===== config.mk =====
export PLATFORM = sky130hd
export DESIGN_NAME = mgt_01_ctx_ireg_file
export DESIGN_NICKNAME = d
export VERILOG_FILES = /design/src/rtl/mgt_01_ctx_ireg_file.sv
export SDC_FILE = /design/constraint.sdc
export NUM_CORES = 2
export LEC_CHECK = 0
export ABC_AREA = 1
export ABC_CLOCK_PERIOD_IN_PS = 3300
export BUFFER_PORTS_ARGS = -buffer_cell sky130_fd_sc_hd__buf_2
export CORE_MARGIN = 4
export CORE_UTILIZATION = 25
export DETAILED_ROUTE_END_ITERATION = 16
export PLACE_DENSITY = 0.37
export SYNTH_ARGS = -nofsm -noshare
export SYNTH_HDL_FRONTEND = slang
export SYNTH_SLANG_ARGS = --single-unit
export TNS_END_PERCENT = 5

===== constraint.sdc =====
create_clock -name clk_i -period 3.3 [get_ports clk_i]
set_input_delay 0.495 -clock clk_i [delete_from_list [all_inputs] [get_ports clk_i]]
set_output_delay 0.495 -clock clk_i [all_outputs]
set_load 0.05 [all_outputs]

===== src/rtl/mgt_01_ctx_ireg_file.sv =====
// Integer register file with x0 hardwired to zero, NRD combinational read ports,
// and a context engine that streams registers 1..NREGS-1 out (save) or in (restore).
module mgt_01_ctx_ireg_file #(
    parameter int XLEN   = 32,
    parameter int NREGS  = 32,
    parameter int NRD    = 2,
    parameter int BYPASS = 1,
    localparam int AW    = $clog2(NREGS)
) (
    input  logic                  clk_i,
    input  logic                  rst_i,
    input  logic                  clk_en_i,
    input  logic                  we_i,
    input  logic [AW-1:0]         w_addr_i,
    input  logic [XLEN-1:0]       w_data_i,
    input  logic [NRD*AW-1:0]     r_addr_i,
    output logic [NRD*XLEN-1:0]   r_data_o,
    input  logic                  save_start_i,
    input  logic                  restore_start_i,
    output logic                  ctx_valid_o,
    input  logic                  ctx_ready_i,
    output logic [AW-1:0]         ctx_addr_o,
    output logic [XLEN-1:0]       ctx_data_o,
    input  logic                  ctx_valid_i,
    output logic                  ctx_ready_o,
    input  logic [XLEN-1:0]       ctx_data_i,
    output logic                  busy_o,
    output logic                  done_o
);

    typedef enum logic [1:0] {
        ST_IDLE    = 2'd0,
        ST_SAVE    = 2'd1,
        ST_RESTORE = 2'd2,
        ST_DONE    = 2'd3
    } state_t;

    // One extra counter bit keeps NREGS == 2**AW from wrapping before the terminal compare.
    localparam logic [AW:0] NREGS_C = (AW+1)'(NREGS);
    localparam logic [AW:0] LAST_C  = (AW+1)'(NREGS - 1);
    localparam logic [AW:0] ONE_C   = (AW+1)'(1);

    state_t              state_r;
    state_t              state_nx_s;
    logic [AW:0]         idx_r;
    logic [AW:0]         idx_nx_s;
    logic [XLEN-1:0]     regs_r [NREGS];
    logic                valid_r;
    logic                ready_r;
    logic                busy_r;
    logic                done_r;
    logic                core_wr_s;
    logic                restore_wr_s;
    logic                hs_s;
    logic [AW-1:0]       ra_s;

    assign core_wr_s    = we_i & clk_en_i & ~busy_r & (w_addr_i != {AW{1'b0}})
                        & ({1'b0, w_addr_i} < NREGS_C);
    assign restore_wr_s = (state_r == ST_RESTORE) & ctx_valid_i;
    assign hs_s         = ((state_r == ST_SAVE) & ctx_ready_i) | restore_wr_s;

    assign ctx_valid_o = valid_r;
    assign ctx_ready_o = ready_r;
    assign busy_o      = busy_r;
    assign done_o      = done_r;
    assign ctx_addr_o  = idx_r[AW-1:0];
    assign ctx_data_o  = regs_r[idx_r[AW-1:0]];

    // Next-state and index logic of the context engine.
    always_comb begin
        state_nx_s = state_r;
        idx_nx_s   = idx_r;
        case (state_r)
            ST_IDLE: begin
                if (save_start_i) begin
                    state_nx_s = ST_SAVE;
                    idx_nx_s   = ONE_C;
                end else if (restore_start_i) begin
                    state_nx_s = ST_RESTORE;
                    idx_nx_s   = ONE_C;
                end else begin
                    state_nx_s = ST_IDLE;
                end
            end
            ST_SAVE, ST_RESTORE: begin
                if (hs_s) begin
                    if (idx_r == LAST_C) begin
                        state_nx_s = ST_DONE;
                        idx_nx_s   = ONE_C;
                    end else begin
                        idx_nx_s = idx_r + ONE_C;
                    end
                end else begin
                    idx_nx_s = idx_r;
                end
            end
            ST_DONE: state_nx_s = ST_IDLE;
            default: state_nx_s = ST_IDLE;
        endcase
    end

    // State, index and registered stream/status flags.
    always_ff @(posedge clk_i) begin
        if (rst_i) begin
            state_r <= ST_IDLE;
            idx_r   <= ONE_C;
            valid_r <= 1'b0;
            ready_r <= 1'b0;
            busy_r  <= 1'b0;
            done_r  <= 1'b0;
        end else if (clk_en_i) begin
            state_r <= state_nx_s;
            idx_r   <= idx_nx_s;
            valid_r <= (state_nx_s == ST_SAVE);
            ready_r <= (state_nx_s == ST_RESTORE);
            busy_r  <= (state_nx_s == ST_SAVE) | (state_nx_s == ST_RESTORE);
            done_r  <= (state_nx_s == ST_DONE);
        end
    end

    // Register array: restore stream and core port never write in the same cycle.
    always_ff @(posedge clk_i) begin
        if (rst_i) begin
            for (int i = 0; i < NREGS; i++) begin
                regs_r[i] <= {XLEN{1'b0}};
            end
        end else if (clk_en_i) begin
            if (restore_wr_s) begin
                regs_r[idx_r[AW-1:0]] <= ctx_data_i;
            end else if (core_wr_s) begin
                regs_r[w_addr_i] <= w_data_i;
            end
        end
    end

    // Combinational read ports with optional same-cycle forwarding.
    always_comb begin
        r_data_o = {(NRD*XLEN){1'b0}};
        ra_s     = {AW{1'b0}};
        for (int k = 0; k < NRD; k++) begin
            ra_s = r_addr_i[k*AW +: AW];
            if ((ra_s == {AW{1'b0}}) || ({1'b0, ra_s} >= NREGS_C)) begin
                r_data_o[k*XLEN +: XLEN] = {XLEN{1'b0}};
            end else if ((BYPASS != 0) && core_wr_s && (w_addr_i == ra_s)) begin
                r_data_o[k*XLEN +: XLEN] = w_data_i;
            end else begin
                r_data_o[k*XLEN +: XLEN] = regs_r[ra_s];
            end
        end
    end

endmodule


==> flow_metrics.env <==
export IMPL_status="complete, but fails checks"
export IMPL_violations="setup timing"
export IMPL_fin_area_um2=89000
export IMPL_place_ws_ns=0.00190
export IMPL_die_area_um2=289000
export IMPL_required_ns=2.80
export IMPL_synth_warnings=0
export IMPL_yosys_most_used_dff="edfxtp_1"
export IMPL_seq_power_share=0.360
export IMPL_cts_made_buffers=141
export IMPL_port_buffers=191
export IMPL_hold_viol_final=0
export IMPL_std_cell_rows=194
export IMPL_place_area_um2=82400
export IMPL_critPathArrivalTime_ns=2.98
export IMPL_synth_common_cells="nand2_1 (2477), nand3_1 (1574), nor2_1 (1443)"
export IMPL_p_per_area_nw_per_um2=475
export IMPL_cts_tree="yes"
export IMPL_start_util=0.251
export IMPL_dp_hpwl_um=274000
export IMPL_drc=0
export IMPL_clock_fmax_mhz=288
export IMPL_coreArea_um2=279000
export IMPL_layout_setup_ws_ns=-0.172
export IMPL_grt_max_degree=77
export IMPL_fin_worst_skew_ns=0.0296
export IMPL_grt_pass1_wl_um=589000
export IMPL_syn_inst=10002
export IMPL_internal_power_w=0.0280
export IMPL_hp_class="primary input to register"
export IMPL_drive_gt1_frac=0.127
export IMPL_grt_usage=0.289
export IMPL_synth_top_area_share=0.438
export IMPL_synth_async_sr_flop_share=0
export IMPL_wl_per_cell_um=31.0
export IMPL_ant_nets=0
export IMPL_synth_most_common_cell="nand2_1"
export IMPL_h_tree_depth=4
export IMPL_relSlewSlack=0.195
export IMPL_tightest_slew_ns=1.21
export IMPL_finalSetupTns_ns=-2.50
export IMPL_ys_seq_area_frac=0.443
export IMPL_antenna_found_initial=19
export IMPL_p_comb_frac=0.261
export IMPL_start_kind="register"
export IMPL_dr_first_iter_drc_count=9511
export IMPL_yosys_top_cells_area="edfxtp_1 (44%), nand2_1 (13%), nand3_1 (11%)"
export IMPL_synth_area_leader_cell="edfxtp_1"
export IMPL_vias=75611
export IMPL_period_needed_ns=3.47
export IMPL_grt_pass1_vias=70692
export IMPL_clk_pin_slew_ns=0.05
export IMPL_synth_fp_nets=10096
export IMPL_p_leak_nw=38.4
export IMPL_crit_fanout=11
export IMPL_ioPinCount=192
export IMPL_setup_viol=31
export IMPL_period_share=1.05
export IMPL_die_h_um=538
export IMPL_place_congestion=0.901
export IMPL_synth_edff_count=1024
export IMPL_avgSynthCellArea_um2=7.02
export IMPL_crit_path_end_kind="output port"
export IMPL_area_growth_pct=26.7
export IMPL_p_switching_w=0.0143
export IMPL_clkLatencyLatePin_ns=0.81
export IMPL_drv_slew=0
export IMPL_syn_cell_area_um2=70200
export IMPL_via_per_inst=5.42
export IMPL_num_fill_cells=29433
export IMPL_cts_sinks=1041
export IMPL_drv_cap=0
export IMPL_drt_first_pass_iters=6
export IMPL_fin_nets=10212
export IMPL_cts_buffer_depth=3
export IMPL_overflow=0
export IMPL_drt_wl_total_um=432000
export IMPL_p_sw_frac=0.338
export IMPL_irDropWorstVdd_mv=0.480
export IMPL_yosys_register_bits=1041
export IMPL_clkPwrFrac=0.379
export IMPL_rsz0062_at_grt="true"
export IMPL_crit_type="register to output port"
export IMPL_synth_distinct_cells=42
export IMPL_cts_root_buf="clkbuf_16"
export IMPL_die_width_um=538
==> final cells by class <==
| cell class | instances | area, µm² | area share |
|---|---|---|---|
| Antenna cell | 11 | 27.5 | 0.000309 |
| Clock buffer | 175 | 3810 | 0.0429 |
| Clock inverter | 78 | 821 | 0.00923 |
| Inverter | 997 | 3810 | 0.0429 |
| Multi-Input combinational cell | 7091 | 33000 | 0.371 |
| Sequential cell | 1041 | 31100 | 0.350 |
| Tap cell | 3724 | 4660 | 0.0524 |
| Timing Repair Buffer | 843 | 11600 | 0.131 |
| Timing Repair inverter | 3 | 37.5 | 0.000422 |
==> repair_timing <==
item / CTS / global route
gates resized for setup: 268 / 96
pin swaps: 47 / 31
cloned: 19 / 5
endpoints found under the setup margin: 96 / 80
hold buffers: 2 / 0
endpoints found under the hold margin: 7 / 0
setup buffers: 24 / 9
==> critical path: stages, from the launching register on <==
cell       delay (ns)
dfxtp_4          0.37
buf_16           0.18
buf_12           0.16
clkbuf_16        0.18
buf_6            0.16
nor2_1           0.13
a211oi_1         0.05
o21ai_1          0.25
nand3_2          0.19
nand2_2          0.14
nand2_2          0.08
nand2_4          0.13
buf_12           0.15
==> flip-flops by register name, summed over array words and instances (netlist names), named ones only <==
register     cells
regs_r        1024
idx_r            6
state_r          2
busy_o           1
ctx_ready_o      1
ctx_valid_o      1
done_o           1
==> path summary, 6_finish.rpt <==
path	start	end	slack, ns	cells after the start
max	register	ctx_data_o[21]	-0.17	12
min	clk_en_i	ctx_ready_o	0.08	3
max reg2reg	state_r[0]	regs_r[29][31]	0.30	10
min reg2reg	ctx_valid_o	ctx_valid_o	0.51	2
==> metrics by stage <==
| stage | utilization | hold slack (ns) | cells | total power (W) |
|---|---|---|---|---|
| 3_5_place_dp | 0.295 | 0.500 | 13643 | 0.0255 |
| 5_1_grt | 0.318 | 0.0482 | 13953 | 0.0436 |
| 3_3_place_gp | 0.295 | 0.493 | 13643 | 0.0255 |
| 2_1_floorplan | - | 0.490 | 10002 | 0.0204 |
| 4_1_cts | 0.317 | 0.0133 | 13941 | 0.0423 |
| 6_report | 0.318 | 0.0791 | 13963 | 0.0423 |
==> per-layer routing <==
metal  vias to the layer above  GRT usage  share of wire
met5                         -          0        0.00020
met4                        14      0.149          0.061
met3                       948     0.0460          0.082
met2                      4559      0.448           0.44
met1                     36919      0.388           0.42
li1                      33171          -              -
==> power by group through the flow <==
stage               Combinational (W)  Sequential (W)  Clock (W)
global placement               0.0100          0.0155          0
CTS                            0.0108          0.0152     0.0163
global route                   0.0116          0.0152     0.0168
detailed placement             0.0100          0.0155          0
floorplan                     0.00504          0.0154          0
finish                         0.0110          0.0152     0.0160
==> logic make-up after synthesis <==
family	after synthesis	share of synthesized area
flip-flops	1041	0.443
buffers and inverters	1870	0.105
multiplexers	33	0.00470
AND/OR/NAND/NOR	5552	0.329
AO/OA/AOI/OAI	1492	0.117
XOR/XNOR	7	0.000873
adder cells (fa/ha/maj)	7	0.00125
==> layout by cell type, fill, tap and decap left out, drive strengths merged <==
| cell type | Yosys | final |
|---|---|---|
| nor2 | 1456 | 1456 |
| dfxtp | 17 | 17 |
| mux2i | 33 | 33 |
| clkinvlp | 0 | 7 |
| o21ai | 693 | 693 |
| bufinv | 0 | 16 |
| nand2 | 2503 | 2503 |
| o21bai | 5 | 5 |
| xnor2 | 4 | 4 |
| nor3 | 3 | 3 |
| inv | 995 | 1000 |
| o211ai | 177 | 177 |
| nand4 | 5 | 5 |
| clkinv | 2 | 55 |
| nand3 | 1576 | 1576 |
| a31oi | 2 | 2 |
| nand3b | 7 | 7 |
| buf | 291 | 829 |
| ha | 7 | 7 |
| a21oi | 518 | 518 |
| clkbuf | 582 | 181 |
| dlygate4sd3 | 0 | 2 |
| diode | 0 | 11 |
| o221ai | 4 | 4 |
| xor2 | 3 | 3 |
| and3 | 1 | 1 |
| a211oi | 93 | 93 |
| bufbuf | 0 | 6 |
| edfxtp | 1024 | 1024 |
| or2 | 1 | 1 |
Note: power is estimated with default switching activity, not from simulation.
